==> src/rtl/mem_access_bridge_pkg.sv <==
// Shared opcode, bus-size and FSM-state definitions for the M-stage memory bridge.
package mem_access_bridge_pkg;

    localparam logic [7:0] OP_LB  = 8'hE0;
    localparam logic [7:0] OP_LH  = 8'hE1;
    localparam logic [7:0] OP_LW  = 8'hE3;
    localparam logic [7:0] OP_LBU = 8'hE4;
    localparam logic [7:0] OP_LHU = 8'hE5;
    localparam logic [7:0] OP_SB  = 8'hE8;
    localparam logic [7:0] OP_SH  = 8'hE9;
    localparam logic [7:0] OP_SW  = 8'hEB;

    localparam logic [1:0] SIZE_BYTE = 2'd0;
    localparam logic [1:0] SIZE_HALF = 2'd1;
    localparam logic [1:0] SIZE_WORD = 2'd2;

    typedef enum logic [1:0] {
        ST_IDLE      = 2'd0,
        ST_WAIT_ADDR = 2'd1,
        ST_WAIT_DATA = 2'd2,
        ST_DONE      = 2'd3
    } state_t;

    function automatic logic is_signed_load(input logic [7:0] op);
        return (op == OP_LB) || (op == OP_LH);
    endfunction

endpackage

==> src/rtl/mem_align_unit.sv <==
// Combinational lane logic: decodes opcode into bus size, builds store lanes/strobes,
// detects misalignment and aligns/extends returned load data.
module mem_align_unit
    import mem_access_bridge_pkg::*;
#(
    parameter int DW = 32
) (
    input  logic [1:0]        i_addr_lo,
    input  logic [7:0]        i_op,
    input  logic [DW-1:0]     i_wdata,
    input  logic [DW-1:0]     i_rdata,
    output logic              o_valid,
    output logic [1:0]        o_size,
    output logic [DW/8-1:0]   o_wstrb,
    output logic [DW-1:0]     o_wdata,
    output logic              o_misalign,
    output logic [DW-1:0]     o_rdata
);
    localparam int LANES = DW / 8;

    logic        w_signed;
    logic [7:0]  w_byte;
    logic [15:0] w_half;

    always_comb begin
        o_valid  = 1'b1;
        o_size   = SIZE_WORD;
        case (i_op)
            OP_LB, OP_LBU, OP_SB: o_size = SIZE_BYTE;
            OP_LH, OP_LHU, OP_SH: o_size = SIZE_HALF;
            OP_LW, OP_SW:         o_size = SIZE_WORD;
            default:              o_valid = 1'b0;
        endcase
    end

    assign w_signed   = is_signed_load(i_op);
    assign o_misalign = o_valid &&
                        (((o_size == SIZE_HALF) && i_addr_lo[0]) ||
                         ((o_size == SIZE_WORD) && (i_addr_lo != 2'b00)));

    // Each lane gets the byte/half replicated so the slave can pick any lane by strobe.
    for (genvar gi = 0; gi < LANES; gi++) begin : g_lane
        localparam logic [1:0] LANE = 2'(gi);
        assign o_wdata[8*gi +: 8] = (o_size == SIZE_BYTE) ? i_wdata[7:0] :
                                    (o_size == SIZE_HALF) ? i_wdata[8*(gi%2) +: 8] :
                                                            i_wdata[8*gi +: 8];
        assign o_wstrb[gi]        = (o_size == SIZE_BYTE) ? (i_addr_lo == LANE) :
                                    (o_size == SIZE_HALF) ? (i_addr_lo[1] == LANE[1]) :
                                                            1'b1;
    end

    assign w_byte = i_rdata[{i_addr_lo, 3'b000} +: 8];
    assign w_half = i_rdata[{i_addr_lo[1], 4'b0000} +: 16];

    always_comb begin
        o_rdata = i_rdata;
        if (o_size == SIZE_BYTE) begin
            o_rdata = {{(DW-8){w_signed & w_byte[7]}}, w_byte};
        end else if (o_size == SIZE_HALF) begin
            o_rdata = {{(DW-16){w_signed & w_half[15]}}, w_half};
        end
    end

endmodule

==> src/rtl/mem_access_bridge.sv <==
// M-stage load/store responder: issues one addr_ok/data_ok bus transaction per access
// and holds the pipeline via stall_reqM until the access has completed.
module mem_access_bridge
    import mem_access_bridge_pkg::*;
#(
    parameter int AW = 32,
    parameter int DW = 32
) (
    input  logic          clk,
    input  logic          rst,
    input  logic          memenM,
    input  logic          memwriteM,
    input  logic [7:0]    alucontrolM,
    input  logic [AW-1:0] addrM,
    input  logic [DW-1:0] writedataM,
    input  logic          flushM,
    input  logic          pipe_stallM,
    output logic [DW-1:0] readdataM,
    output logic          stall_reqM,
    output logic          adelM,
    output logic          adesM,
    output logic          data_req,
    output logic          data_wr,
    output logic [1:0]    data_size,
    output logic [AW-1:0] data_addr,
    output logic [DW-1:0] data_wdata,
    output logic [3:0]    data_wstrb,
    input  logic          data_addr_ok,
    input  logic [DW-1:0] data_rdata,
    input  logic          data_data_ok
);
    state_t          r_state;
    state_t          w_state_next;
    logic            r_cancel;
    logic [AW-1:0]   r_addr;
    logic [7:0]      r_op;
    logic [DW-1:0]   r_wdata;
    logic            r_wr;
    logic [DW-1:0]   r_readdata;

    logic            w_live_valid;
    logic            w_live_misalign;
    logic [1:0]      w_live_size;
    logic [3:0]      w_live_wstrb;
    logic [DW-1:0]   w_live_wdata;
    logic [DW-1:0]   w_live_rdata;
    logic            w_cap_valid;
    logic            w_cap_misalign;
    logic [1:0]      w_cap_size;
    logic [3:0]      w_cap_wstrb;
    logic [DW-1:0]   w_cap_wdata;
    logic [DW-1:0]   w_cap_rdata;
    logic            w_unused_ok;

    logic            w_run;
    logic            w_issue;
    logic            w_cancel_eff;
    logic            w_req;
    logic            w_stall;
    logic            w_use_cap;
    logic            w_bus_wr;
    logic [1:0]      w_bus_size;
    logic [AW-1:0]   w_bus_addr;

    // Live decode serves the IDLE issue and the state-independent error flags.
    mem_align_unit #(.DW(DW)) u_align_live (
        .i_addr_lo  (addrM[1:0]),
        .i_op       (alucontrolM),
        .i_wdata    (writedataM),
        .i_rdata    (data_rdata),
        .o_valid    (w_live_valid),
        .o_size     (w_live_size),
        .o_wstrb    (w_live_wstrb),
        .o_wdata    (w_live_wdata),
        .o_misalign (w_live_misalign),
        .o_rdata    (w_live_rdata)
    );

    // Captured decode keeps the bus fields stable and aligns the returned data.
    mem_align_unit #(.DW(DW)) u_align_cap (
        .i_addr_lo  (r_addr[1:0]),
        .i_op       (r_op),
        .i_wdata    (r_wdata),
        .i_rdata    (data_rdata),
        .o_valid    (w_cap_valid),
        .o_size     (w_cap_size),
        .o_wstrb    (w_cap_wstrb),
        .o_wdata    (w_cap_wdata),
        .o_misalign (w_cap_misalign),
        .o_rdata    (w_cap_rdata)
    );

    assign w_unused_ok  = ^{w_live_rdata, w_cap_valid, w_cap_misalign};

    assign w_run        = ~rst;
    assign w_issue      = memenM & w_live_valid & ~w_live_misalign & ~flushM;
    assign w_cancel_eff = r_cancel | flushM;

    always_comb begin
        w_state_next = r_state;
        w_req        = 1'b0;
        w_stall      = 1'b0;
        w_use_cap    = 1'b0;
        case (r_state)
            ST_IDLE: begin
                if (w_issue) begin
                    w_req        = 1'b1;
                    w_stall      = 1'b1;
                    w_state_next = data_addr_ok ? ST_WAIT_DATA : ST_WAIT_ADDR;
                end
            end
            ST_WAIT_ADDR: begin
                w_req     = 1'b1;
                w_stall   = 1'b1;
                w_use_cap = 1'b1;
                if (data_addr_ok) begin
                    w_state_next = ST_WAIT_DATA;
                end
            end
            ST_WAIT_DATA: begin
                w_stall   = 1'b1;
                w_use_cap = 1'b1;
                if (data_data_ok) begin
                    w_state_next = w_cancel_eff ? ST_IDLE : ST_DONE;
                end
            end
            ST_DONE: begin
                // Stay here while held so the still-present M-stage access is not re-issued.
                if (!pipe_stallM) begin
                    w_state_next = ST_IDLE;
                end
            end
            default: w_state_next = ST_IDLE;
        endcase
    end

    assign w_bus_wr   = w_use_cap ? r_wr : memwriteM;
    assign w_bus_size = w_use_cap ? w_cap_size : w_live_size;
    assign w_bus_addr = w_use_cap ? r_addr : addrM;

    assign data_req   = w_run & w_req;
    assign stall_reqM = w_run & w_stall;
    assign data_wr    = w_run & w_bus_wr;
    assign data_size  = w_run ? w_bus_size : 2'b00;
    assign data_addr  = !w_run ? '0 :
                        (w_bus_size == SIZE_WORD) ? {w_bus_addr[AW-1:2], 2'b00} : w_bus_addr;
    assign data_wdata = !w_run ? '0 : (w_use_cap ? w_cap_wdata : w_live_wdata);
    assign data_wstrb = !w_run ? 4'b0000 :
                        ((w_use_cap ? w_cap_wstrb : w_live_wstrb) & {4{w_bus_wr}});
    assign adelM      = w_run & memenM & w_live_misalign & ~memwriteM;
    assign adesM      = w_run & memenM & w_live_misalign & memwriteM;
    assign readdataM  = r_readdata;

    always_ff @(posedge clk or posedge rst) begin
        if (rst) begin
            r_state    <= ST_IDLE;
            r_cancel   <= 1'b0;
            r_addr     <= '0;
            r_op       <= '0;
            r_wdata    <= '0;
            r_wr       <= 1'b0;
            r_readdata <= '0;
        end else begin
            r_state <= w_state_next;
            if ((r_state == ST_IDLE) && w_issue) begin
                r_addr  <= addrM;
                r_op    <= alucontrolM;
                r_wdata <= writedataM;
                r_wr    <= memwriteM;
            end
            if (w_state_next == ST_IDLE) begin
                r_cancel <= 1'b0;
            end else if (((r_state == ST_WAIT_ADDR) || (r_state == ST_WAIT_DATA)) && flushM) begin
                r_cancel <= 1'b1;
            end
            if ((r_state == ST_WAIT_DATA) && data_data_ok && !w_cancel_eff && !r_wr) begin
                r_readdata <= w_cap_rdata;
            end
        end
    end

endmodule
==> config.mk <==
export PLATFORM = sky130hd
export DESIGN_NAME = mem_access_bridge
export DESIGN_NICKNAME = d
export VERILOG_FILES = /design/src/rtl/mem_access_bridge_pkg.sv /design/src/rtl/mem_align_unit.sv /design/src/rtl/mem_access_bridge.sv
export SDC_FILE = /design/constraint.sdc
export NUM_CORES = 1
export LEC_CHECK = 0
export ABC_AREA = 1
export BUFFER_PORTS_ARGS = -buffer_cell sky130_fd_sc_hd__clkbuf_2
export CAP_MARGIN = 30
export CORE_UTILIZATION = 45
export DETAILED_ROUTE_END_ITERATION = 8
export GPL_TIMING_DRIVEN = 0
export PLACE_DENSITY = 0.84
export SLEW_MARGIN = 15
export SYNTH_ARGS = -nofsm -noshare
export SYNTH_HDL_FRONTEND = slang
export SYNTH_HIERARCHICAL = 1
export SYNTH_SLANG_ARGS = --single-unit
==> constraint.sdc <==
create_clock -name clk -period 2.45 [get_ports clk]
set_input_delay 0.245 -clock clk [delete_from_list [all_inputs] [get_ports clk]]
set_output_delay 0.245 -clock clk [all_outputs]
set_load 0.02 [all_outputs]
After elaboration in Yosys (flattened, before gate mapping) --
Index checks and enable logic that the tools add are counted. W data, S select, Z words.
Word-level totals: register bits 108, bits of input ports 112, output and inout port bits 107, logic and storage cells 133
Cells by class: equality and inequality tests 27, shift-type cells 2, mux-type cells 50, bitwise gates (word level) 20, reductions and logical operators 27
Operators with widths (count):
- $mux W32 | 6
- $eq A8 B8 Y1 const B | 14
- $mux W8 | 10
- $shiftx A32 B6 Y16 | 1
- $shiftx A32 B6 Y8 | 1
- $mux W1 | 18
- $mux W2 | 9
- $eq A2 B2 Y1 const B | 8
- $and A1 B1 Y1 | 12
- $logic_not A2 Y1 | 6
- $reduce_or A3 Y1 | 4
- $eq A2 B1 Y1 const B | 5
- $logic_and A1 B1 Y1 | 8
- $mux W4 | 2
- $pmux W2 S2 | 2
- $pmux W2 S4 | 1
- $reduce_or A8 Y1 | 1
- $not A1 Y1 | 6
- $and A4 B4 Y4 | 1
- $pmux W1 S2 | 2
- $reduce_bool A2 Y1 | 2
- $logic_or A1 B1 Y1 | 3
- $logic_not A1 Y1 | 2
- $reduce_or A2 Y1 | 1
- $or A1 B1 Y1 | 1

Logic depth before layout (Yosys ltp) --
Gate-level depths: netlist of run 1.
word-level depth 14, gate-level depth with buffers 16, mapped depth without buffers 16

Cells and area by module --
Netlist of run 1, hierarchy kept.
By module, submodules not included:
- mem_access_bridge | instances 1, cells an instance 711, area an instance 5454.0 um2
- mem_align_unit | instances 2, cells an instance 349, area an instance 1585.3 um2

Worst setup path after synthesis of run 1 --
Ideal clock, no wire load.
path kind input to output, from in rst, to out data_wdata[22], arrival 2475 ps, data required time 2205 ps, setup slack -270 ps, stages on the path 5, cells stage by stage inv_1 -> buf_4 -> buf_2 -> o21ai_0 -> nor2_1
On the way: word-level cells in the longest chain between the ends 1
Ends and longest elaborated chain:
- from (decl) | line mem_access_bridge.sv:10 | input logic rst,
- $mux W32 | line mem_access_bridge.sv:147 | assign data_wdata = !w_run ? '0 : (w_use_cap ? w_cap_wdata : w_live_wdata);
- to (decl) | line mem_access_bridge.sv:26 | output logic [DW-1:0] data_wdata,
Every way passes these cells.

Final worst setup path of run 1 --
from reg r_state[0], to out data_wdata[15]
On the way: word-level cells in the longest chain between the ends 5, elaborated cells on any way between the ends 6, classes of those cells eq/ne: 2; mux: 3; reduce/logical: 1
Ends and longest elaborated chain:
- from (decl) | line mem_access_bridge.sv:32 | state_t r_state;
- from (signal assigned) | line mem_access_bridge.sv:164 | r_state <= w_state_next;
- $eq A2 B1 Y1 or $eq A2 B2 Y1 (tied branches) | line mem_access_bridge.sv:104 | case (r_state)
- $reduce_or A2 Y1 (no line) (*)
- $mux W1 (*) | line mem_access_bridge.sv:104
- $mux W32 (*) (2 in series) | line mem_access_bridge.sv:147
Mark *: on every way between the ends. The rest lies on a longest branch, timed or not.

==> results.tsv, run 1 <==
metric	value	unit
drive_gt1_share	26.7	%
worst-r2r-cell-count	8	
setup_ws	0.0396	ns
die_y	132	um
diodes	0	
grt_pass1_wl	39.1	mm
pwr_density_cell	1020	mW/mm^2
vias_per_cell	5.14	
antenna_left	0	
cts_tree	yes	
fin_crit_sh	98.4	%
violations	DRC	
setup_violations	0	
clock_path_buffers	2	
p_leak	5.60	nW
io_buffers	218	
syn_to_final_growth	23.9	%
io_pins	219	
dpl.cell_count	1619	
crit_slowest_cell	dfrtp_2	
cp.arrival	2.17	ns
critPathKind	register to primary output	
max_freq	0.415	GHz
hp-start	addrM[28]	
wl	24.5	mm
finalHoldViolCount	0	
antenna_found_initial	0	
core-area	0.0166	mm^2
r2r_setup_slack	0.67	ns
fp.dieW	132	um
avgSynthCellArea	6.46	um^2
r2r_start	r_op[3]	
yosysWarnings	6	
critPathLaunchType	register	
worst_slew_pin_slew	0.545	ns
drc	1	
clk_latency	0.36	ns
cts_root_buffer	clkbuf_16	
crit_top_cell	clkbuf_2	
htreeDepth	3	
vias	8422	
seq_power_share	27.7	%
clockPowerShare	16.0	%
pre_cts_slack	0.0361	ns
cp.required	2.20	ns
fin_nets	1528	
hold_class	primary input to register	
rows	47	
final_common_cell	nand2_1	
grt_pass1_vias	7730	
critical_path.cell_chain	inv_1, ha_1, clkbuf_4, clkbuf_2, o21ai_0, nor2_1, clkbuf_2	
combPwrFrac	56.3	%
final_cell_mix	nand2_1 (470), clkbuf_2 (216), o21ai_0 (129), nor2_1 (112), inv_1 (108)	
crit_family	buffers and inverters	
drv_slew	0	
drv_cap	0	
holdPathEnd	r_addr[28]	
cpPeakStageDelay	0.41	ns
cts_num_sinks	108	
synthesis.area	0.00763	mm^2
intPower	0.00495	W
path_max_fanout	10	
grt_start_max_net_pins	63	
r2r-end	readdataM[17]	
start_util	46.0	%
ir_worst_vdd	0.000517	V
grt_usage	28.2	%
period_minus_slack	2.41	ns
post-route-util	57.0	%
syn_nets	1296	
path_buf_inv	4	
p_sw	0.00471	W
status	finished with violations	
cts_inserted_buffers	9	
maxSlewHeadroom	63.7	%
firstDrtPassIters	7	
grt_overflow	0	
routedWlPerCell	14.9	um
holdWs	0.0814	ns
layout.cells.non_filler	1637	
drt-initial-drc-count	685	
hold_depth	3	
end_kind	primary output	
place_congestion	0.950	
fillCellCount	1627	
path_clk_slew	0.08	ns
hpwl	18.7	mm
synthCells	1180	
swShare	48.8	%
fin_skew	0.0106	ns
die-area	0.0175	mm^2
routing by layer:
metal	share of wire, %	wire, um	track usage [%]
met1	42	10200	37.3
met2	47	11500	46.2
met4	3.3	802	11.8
met3	8.1	1980	4.08
met5	0	0	0
final cells by class:
type	count	area [um^2]	area share, %
plain buffers	87	568	6.01
clock buffers	9	225	2.38
clock inverters	7	82.6	0.874
inverters	117	462	4.89
multi-input cells	866	3970	42.0
flip-flops and latches	108	2700	28.6
well taps	220	275	2.91
repair buffers	223	1170	12.3
registers in the layout, indices dropped and copies added, names as in the netlist:
register and flops:
r_cancel 1, r_op 8, r_wdata 32, r_addr 32
readdataM 32, r_wr 1, r_state 2
how the worst max path moves through the flow:
stage,startpoint,to,slack [ns],depth (start not counted)
finish,r_state[0],data_wdata[15],0.04,7
global route,r_state[0],data_wstrb[2],-0.01,8
CTS,r_state[1],data_wdata[5],-0.001,8
detailed placement,alucontrolM[1],stall_reqM,0.04,10
global placement,rst,data_wdata[24],-0.24,7
floorplan,rst,data_wdata[22],0.38,5
power groups by stage:
stage / registers, W / logic (W) / clock network [W]
after CTS: 0.00268 / 0.00530 / 0.00156
after global routing: 0.00274 / 0.00595 / 0.00164
final: 0.00268 / 0.00543 / 0.00155
after detailed placement: 0.00271 / 0.00518 / 0
after floorplan: 0.00294 / 0.00322 / 0
after global placement: 0.00269 / 0.00509 / 0
worst reg2reg max path, stage by stage (launching register included):
cell	delay [ns]
dfrtp_1	0.43
a21oi_4	0.10
buf_4	0.17
nand2_4	0.13
clkbuf_1	0.45
nand2_1	0.12
nand3_1	0.12
inv_1	0.07
o21ai_2	0.12
repair_timing:
| item | CTS | global route |
|---|---|---|
| endpoints found under the setup margin | 59 | 64 |
| pin swaps | 2 | 1 |
| setup buffers | 1 | 3 |
| hold buffers | 0 | 0 |
| gates resized for setup | 24 | 23 |
| hold endpoints to repair | 0 | 0 |
stage by stage:
step | power, W | TNS [ns] | cell area, um^2
2_1_floorplan | 0.00615 | 0 | 7630
3_3_place_gp | 0.00778 | -1.75 | 9000
6_report | 0.00966 | 0 | 9450
3_5_place_dp | 0.00788 | 0 | 9030
4_1_cts | 0.00954 | -0.00186 | 9380
5_1_grt | 0.0103 | -0.0391 | 9450
Note: power is estimated with default switching activity, not from simulation.
==> run 2: changes to the inputs <==
--- a/config.mk
+++ b/config.mk
@@ -6,12 +6,12 @@
 export NUM_CORES = 1
 export LEC_CHECK = 0
 export ABC_AREA = 1
-export BUFFER_PORTS_ARGS = -buffer_cell sky130_fd_sc_hd__clkbuf_2
+export BUFFER_PORTS_ARGS = -buffer_cell sky130_fd_sc_hd__buf_2
 export CAP_MARGIN = 30
 export CORE_UTILIZATION = 45
 export DETAILED_ROUTE_END_ITERATION = 8
 export GPL_TIMING_DRIVEN = 0
-export PLACE_DENSITY = 0.84
+export PLACE_DENSITY = 0.81
 export SLEW_MARGIN = 15
 export SYNTH_ARGS = -nofsm -noshare
 export SYNTH_HDL_FRONTEND = slang
==> constraint.sdc (replaced) <==
create_clock -name clk -period 2.8 [get_ports clk]
set_input_delay 0.28 -clock clk [delete_from_list [all_inputs] [get_ports clk]]
set_output_delay 0.28 -clock clk [all_outputs]
set_load 0.02 [all_outputs]
==> results.tsv, run 2 (synthesized netlist as in run 1, its figures left out) <==
metric	value	unit
crit_slowest_cell	dfrtp_1	
io_buffers	218	
drv_slew	0	
fin_crit_sh	95.7	%
die-area	0.0175	mm^2
grt_overflow	0	
end_kind	primary output	
io_pins	219	
grt_start_max_net_pins	74	
drive_gt1_share	25.8	%
finalPower	0.00830	W
hpwl	18.4	mm
drt-initial-drc-count	857	
core-area	0.0166	mm^2
period_minus_slack	2.68	ns
cpPeakStageDelay	0.45	ns
cts_tree	yes	
worst_slew_pin_slew	0.603	ns
path_clk_slew	0.07	ns
max_freq	0.373	GHz
grt_pass1_vias	7766	
vias_per_cell	5.15	
final_cell_mix	nand2_1 (471), buf_2 (242), o21ai_0 (130), nor2_1 (112), inv_1 (109)	
wl	24.4	mm
busiest_layer	met2	
drv_cap	0	
maxSlewHeadroom	59.8	%
firstDrtPassIters	6	
vias	8429	
critPathKind	register to primary output	
crit_family	buffers and inverters	
cts_root_buffer	clkbuf_16	
syn_to_final_growth	22.8	%
use_met2	45.9	%
crit_top_cell	buf_2	
cts_num_sinks	108	
clk_latency	0.36	ns
pwr_density_cell	886	mW/mm^2
clock_path_buffers	2	
grt_usage	28.3	%
grt_pass1_wl	39.0	mm
p_leak	5.59	nW
rows	47	
cts_inserted_buffers	9	
cp.required	2.52	ns
status	finished, final reports clean	
routedWlPerCell	14.9	um
antenna_left	0	
finalHoldViolCount	0	
cp.arrival	2.40	ns
pre_cts_slack	0.468	ns
fin_tns_setup	0	ns
layout.cells.non_filler	1638	
critical_path.cell_chain	inv_1, ha_1, buf_2, clkbuf_1, o21ai_0, nor2_1, buf_2	
rsz0062_at_grt	false	
fin_nets	1527	
antenna_found_initial	2	
holdBufCountCts	0	
setup_ws	0.120	ns
fin_skew	0.00849	ns
hold_class	primary input to register	
setup_violations	0	
final_common_cell	nand2_1	
critPathLaunchType	register	
start_util	46.0	%
drc	0	
path_max_fanout	10	
use_met1	36.8	%
post-route-util	56.5	%
ir_worst_vdd	0.000604	V
dpl.cell_count	1619	
path_buf_inv	4	
place_congestion	0.920	
fp.dieW	132	um
use_met3	5.23	%
die_y	132	um
htreeDepth	3	
## run 2: changes by cell type in the layout (fill, tap and decap cells not counted), moves of 6 or more
cell,before,now
buf_2,21,242
buf_4,35,28
clkbuf_1,17,23
clkbuf_2,216,4
clkbuf_4,7,0
## run 2: where the power goes
group	leakage [nW]	total (W)	switching (W)	internal, W
registers	1.35	0.00235	0.000296	0.00205
logic	4.08	0.00459	0.00312	0.00148
clock network	0.156	0.00136	0.000588	0.000769
## run 2: tightest hold or removal path: cells and delay by family
family	cells	cell delay (ns)
buffers and inverters	1	0.08
AND/OR/NAND/NOR	2	0.08
## run 2: area by class of cell
type                       instances  area (um^2)
clock buffer                      13          270
inverter                         117          447
sequential                       108         2700
antenna                            2         5.00
timing repair buffer             220         1130
buffer                            89          553
clock inverter                     3         43.8
multi-input combinational        866         3940
fill                            1619         7220
tap                              220          275
## run 2: metal layers
layer / wire length [um] / vias up
li1: - / 4101
met1: 10100 / 3822
met2: 11400 / 438
met3: 2000 / 68
met4: 967 / 0
met5: 0 / -
## run 2: repair_timing
item,CTS,global route
endpoints found under the setup margin,0,25
setup buffers,0,1
resized for setup,0,10
## run 2: worst paths after layout
path | startpoint | end | slack [ns] | cells past startpoint
setup / recovery | r_state[0] | data_wdata[15] | 0.12 | 7
max in group asynchronous | rst | r_wdata[28] | 1.81 | 5
setup reg to reg | r_op[3] | readdataM[7] | 0.98 | 8
min in group asynchronous | rst | readdataM[0] | 0.28 | 4
hold reg to reg | readdataM[16] | readdataM[16] | 0.47 | 2
hold / removal | addrM[27] | r_addr[27] | 0.12 | 3
## run 2: per-stage QoR
step	hold WS, ns	instance area (um^2)
final	0.125	9370
after global routing	0.121	9370
after CTS	0.119	9340
after detailed placement	0.463	9030
after global placement	0.460	8990
after floorplan	0.390	7630
==> run 3: changes to the inputs <==
--- a/config.mk
+++ b/config.mk
@@ -8,10 +8,12 @@
 export ABC_AREA = 1
 export BUFFER_PORTS_ARGS = -buffer_cell sky130_fd_sc_hd__buf_2
 export CAP_MARGIN = 30
+export CORE_ASPECT_RATIO = 1.5
 export CORE_UTILIZATION = 45
 export DETAILED_ROUTE_END_ITERATION = 8
 export GPL_TIMING_DRIVEN = 0
 export PLACE_DENSITY = 0.81
+export RECOVER_POWER = 100
 export SLEW_MARGIN = 15
 export SYNTH_ARGS = -nofsm -noshare
 export SYNTH_HDL_FRONTEND = slang
==> results.tsv, run 3 (synthesized netlist as in run 1, its figures left out) <==
metric	value	unit
path_clk_slew	0.08	ns
path_max_fanout	10	
vias	8432	
setup_violations	0	
fin_nets	1527	
clk_latency	0.36	ns
hp-start	writedataM[20]	
firstDrtPassIters	5	
place_congestion	0.932	
drc	0	
r2r_setup_slack	0.68	ns
grt_start_max_net_pins	64	
regArea	0.00270	mm^2
grt_pass1_vias	8206	
drv_slew	0	
cp.arrival	2.36	ns
end_kind	primary output	
io_pins	219	
antenna_found_initial	2	
dpl_cell_area	0.00901	mm^2
fillCellCount	1764	
critPathKind	register to primary output	
wl	24.9	mm
finalHoldViolCount	0	
ir_worst_vdd	0.000481	V
start_util	46.5	%
diodes	0	
grt_usage	28.9	%
finalPower	0.00801	W
cts_inserted_buffers	9	
syn_to_final_growth	19.1	%
clockPowerShare	16.0	%
period_minus_slack	2.64	ns
antenna_left	0	
holdPathEnd	r_wdata[20]	
final_cell_mix	nand2_1 (471), o21ai_0 (161), buf_2 (133), nor2_1 (113)	
htreeDepth	3	
drive_gt1_share	17.7	%
fp.dieW	108	um
maxSlewHeadroom	59.0	%
die-area	0.0175	mm^2
drv_cap	0	
max_freq	0.378	GHz
multi_input_area	0.00383	mm^2
pwr_density_cell	882	mW/mm^2
hold_class	primary input to register	
combPwrFrac	54.8	%
grt_pass1_wl	39.4	mm
cts_tree	yes	
cp.required	2.52	ns
fin_area	0.00908	mm^2
p_leak	5.21	nW
hold_depth	3	
cts_root_buffer	clkbuf_16	
grt_overflow	0	
clock_path_buffers	2	
routedWlPerCell	15.4	um
core-area	0.0164	mm^2
die_y	161	um
final_common_cell	nand2_1	
vias_per_cell	5.20	
worst_slew_pin_slew	0.614	ns
r2r-end	readdataM[30]	
seq_power_share	29.2	%
worst-r2r-cell-count	9	
fin_crit_sh	94.4	%
drt-initial-drc-count	584	
cts_num_sinks	108	
fin_skew	0.0109	ns
intPower	0.00398	W
swShare	50.3	%
io_buffers	218	
critPathLaunchType	register	
holdBufCountCts	0	
rsz0062_at_grt	false	
status	finished, final reports clean	
r2r_start	r_op[5]	
hpwl	18.8	mm
rows	57	
p_sw	0.00403	W
## run 3: cell count changes in the layout (fill, tap and decap cells not counted), moves of 3 or more
cell / change
clkbuf_1: +87
nand3_1: +3
buf_2: -109
o21ai_0: +31
o21ai_1: -8
o21ai_2: -23
clkbuf_2: +25
## run 3: stage by stage
stage / utilization (%) / hold WS (ns) / std cells / worst slack, ns / TNS [ns]
5_1_grt: 55.4 / 0.139 / 1622 / 0.0224 / 0
4_1_cts: 56.8 / 0.119 / 1622 / 0.0275 / 0
3_5_place_dp: 54.9 / 0.463 / 1605 / 0.359 / 0
6_report: 55.4 / 0.126 / 1622 / 0.157 / 0
3_3_place_gp: 54.7 / 0.460 / 1604 / -0.970 / -53.98
2_1_floorplan: - / 0.390 / 1180 / 0.0100 / 0
## run 3: per-layer routing
| metal | wire (um) | part of all wire (%) | vias up | global-route usage, % |
|---|---|---|---|---|
| met5 | 27 | 0.11 | - | 0 |
| li1 | - | - | 4104 | - |
| met4 | 1290 | 5.2 | 4 | 16.6 |
| met1 | 9460 | 38 | 3779 | 33.0 |
| met3 | 2000 | 8.0 | 95 | 4.88 |
| met2 | 12100 | 49 | 450 | 50.1 |
## run 3: how the worst max path moves through the flow
stage | start | endpoint | cells after the start
after floorplan | rst | data_wdata[22] | 5
after global placement | rst | data_wdata[26] | 7
after detailed placement | r_op[2] | data_addr[0] | 9
after CTS | r_op[4] | data_addr[0] | 11
after global routing | r_op[4] | data_addr[0] | 11
final | r_state[0] | data_wdata[28] | 8
## run 3: timing repair
action / CTS / global route
resized for setup: 0 / 12
buffers inserted: 1 / 0
endpoints found under the setup margin: 2 / 19
pin swaps: 1 / 0
## run 3: area by class of cell
cell class / count / area share, %
clock buffer: 10 / 2.63
sequential: 108 / 29.7
inverter: 117 / 4.92
multi-input combinational: 866 / 42.2
clock inverter: 6 / 0.620
buffer: 89 / 5.76
tap: 206 / 2.84
timing repair buffer: 220 / 11.3
## run 3: critical path, stage by stage, from the launching register on
cell and delay, ns:
dfrtp_1 0.47, inv_1 0.10, ha_1 0.29, buf_2 0.18, inv_2 0.17, clkbuf_2 0.32
nor2_1 0.07, nor2_1 0.17, clkbuf_1 0.25
## run 3: power by group through the flow
stage / logic [W] / registers (W) / clock network [W]
after floorplan: 0.00281 / 0.00257 / 0
after global placement: 0.00447 / 0.00234 / 0
after detailed placement: 0.00455 / 0.00236 / 0
after CTS: 0.00458 / 0.00233 / 0.00131
after global routing: 0.00485 / 0.00240 / 0.00138
final: 0.00439 / 0.00234 / 0.00128
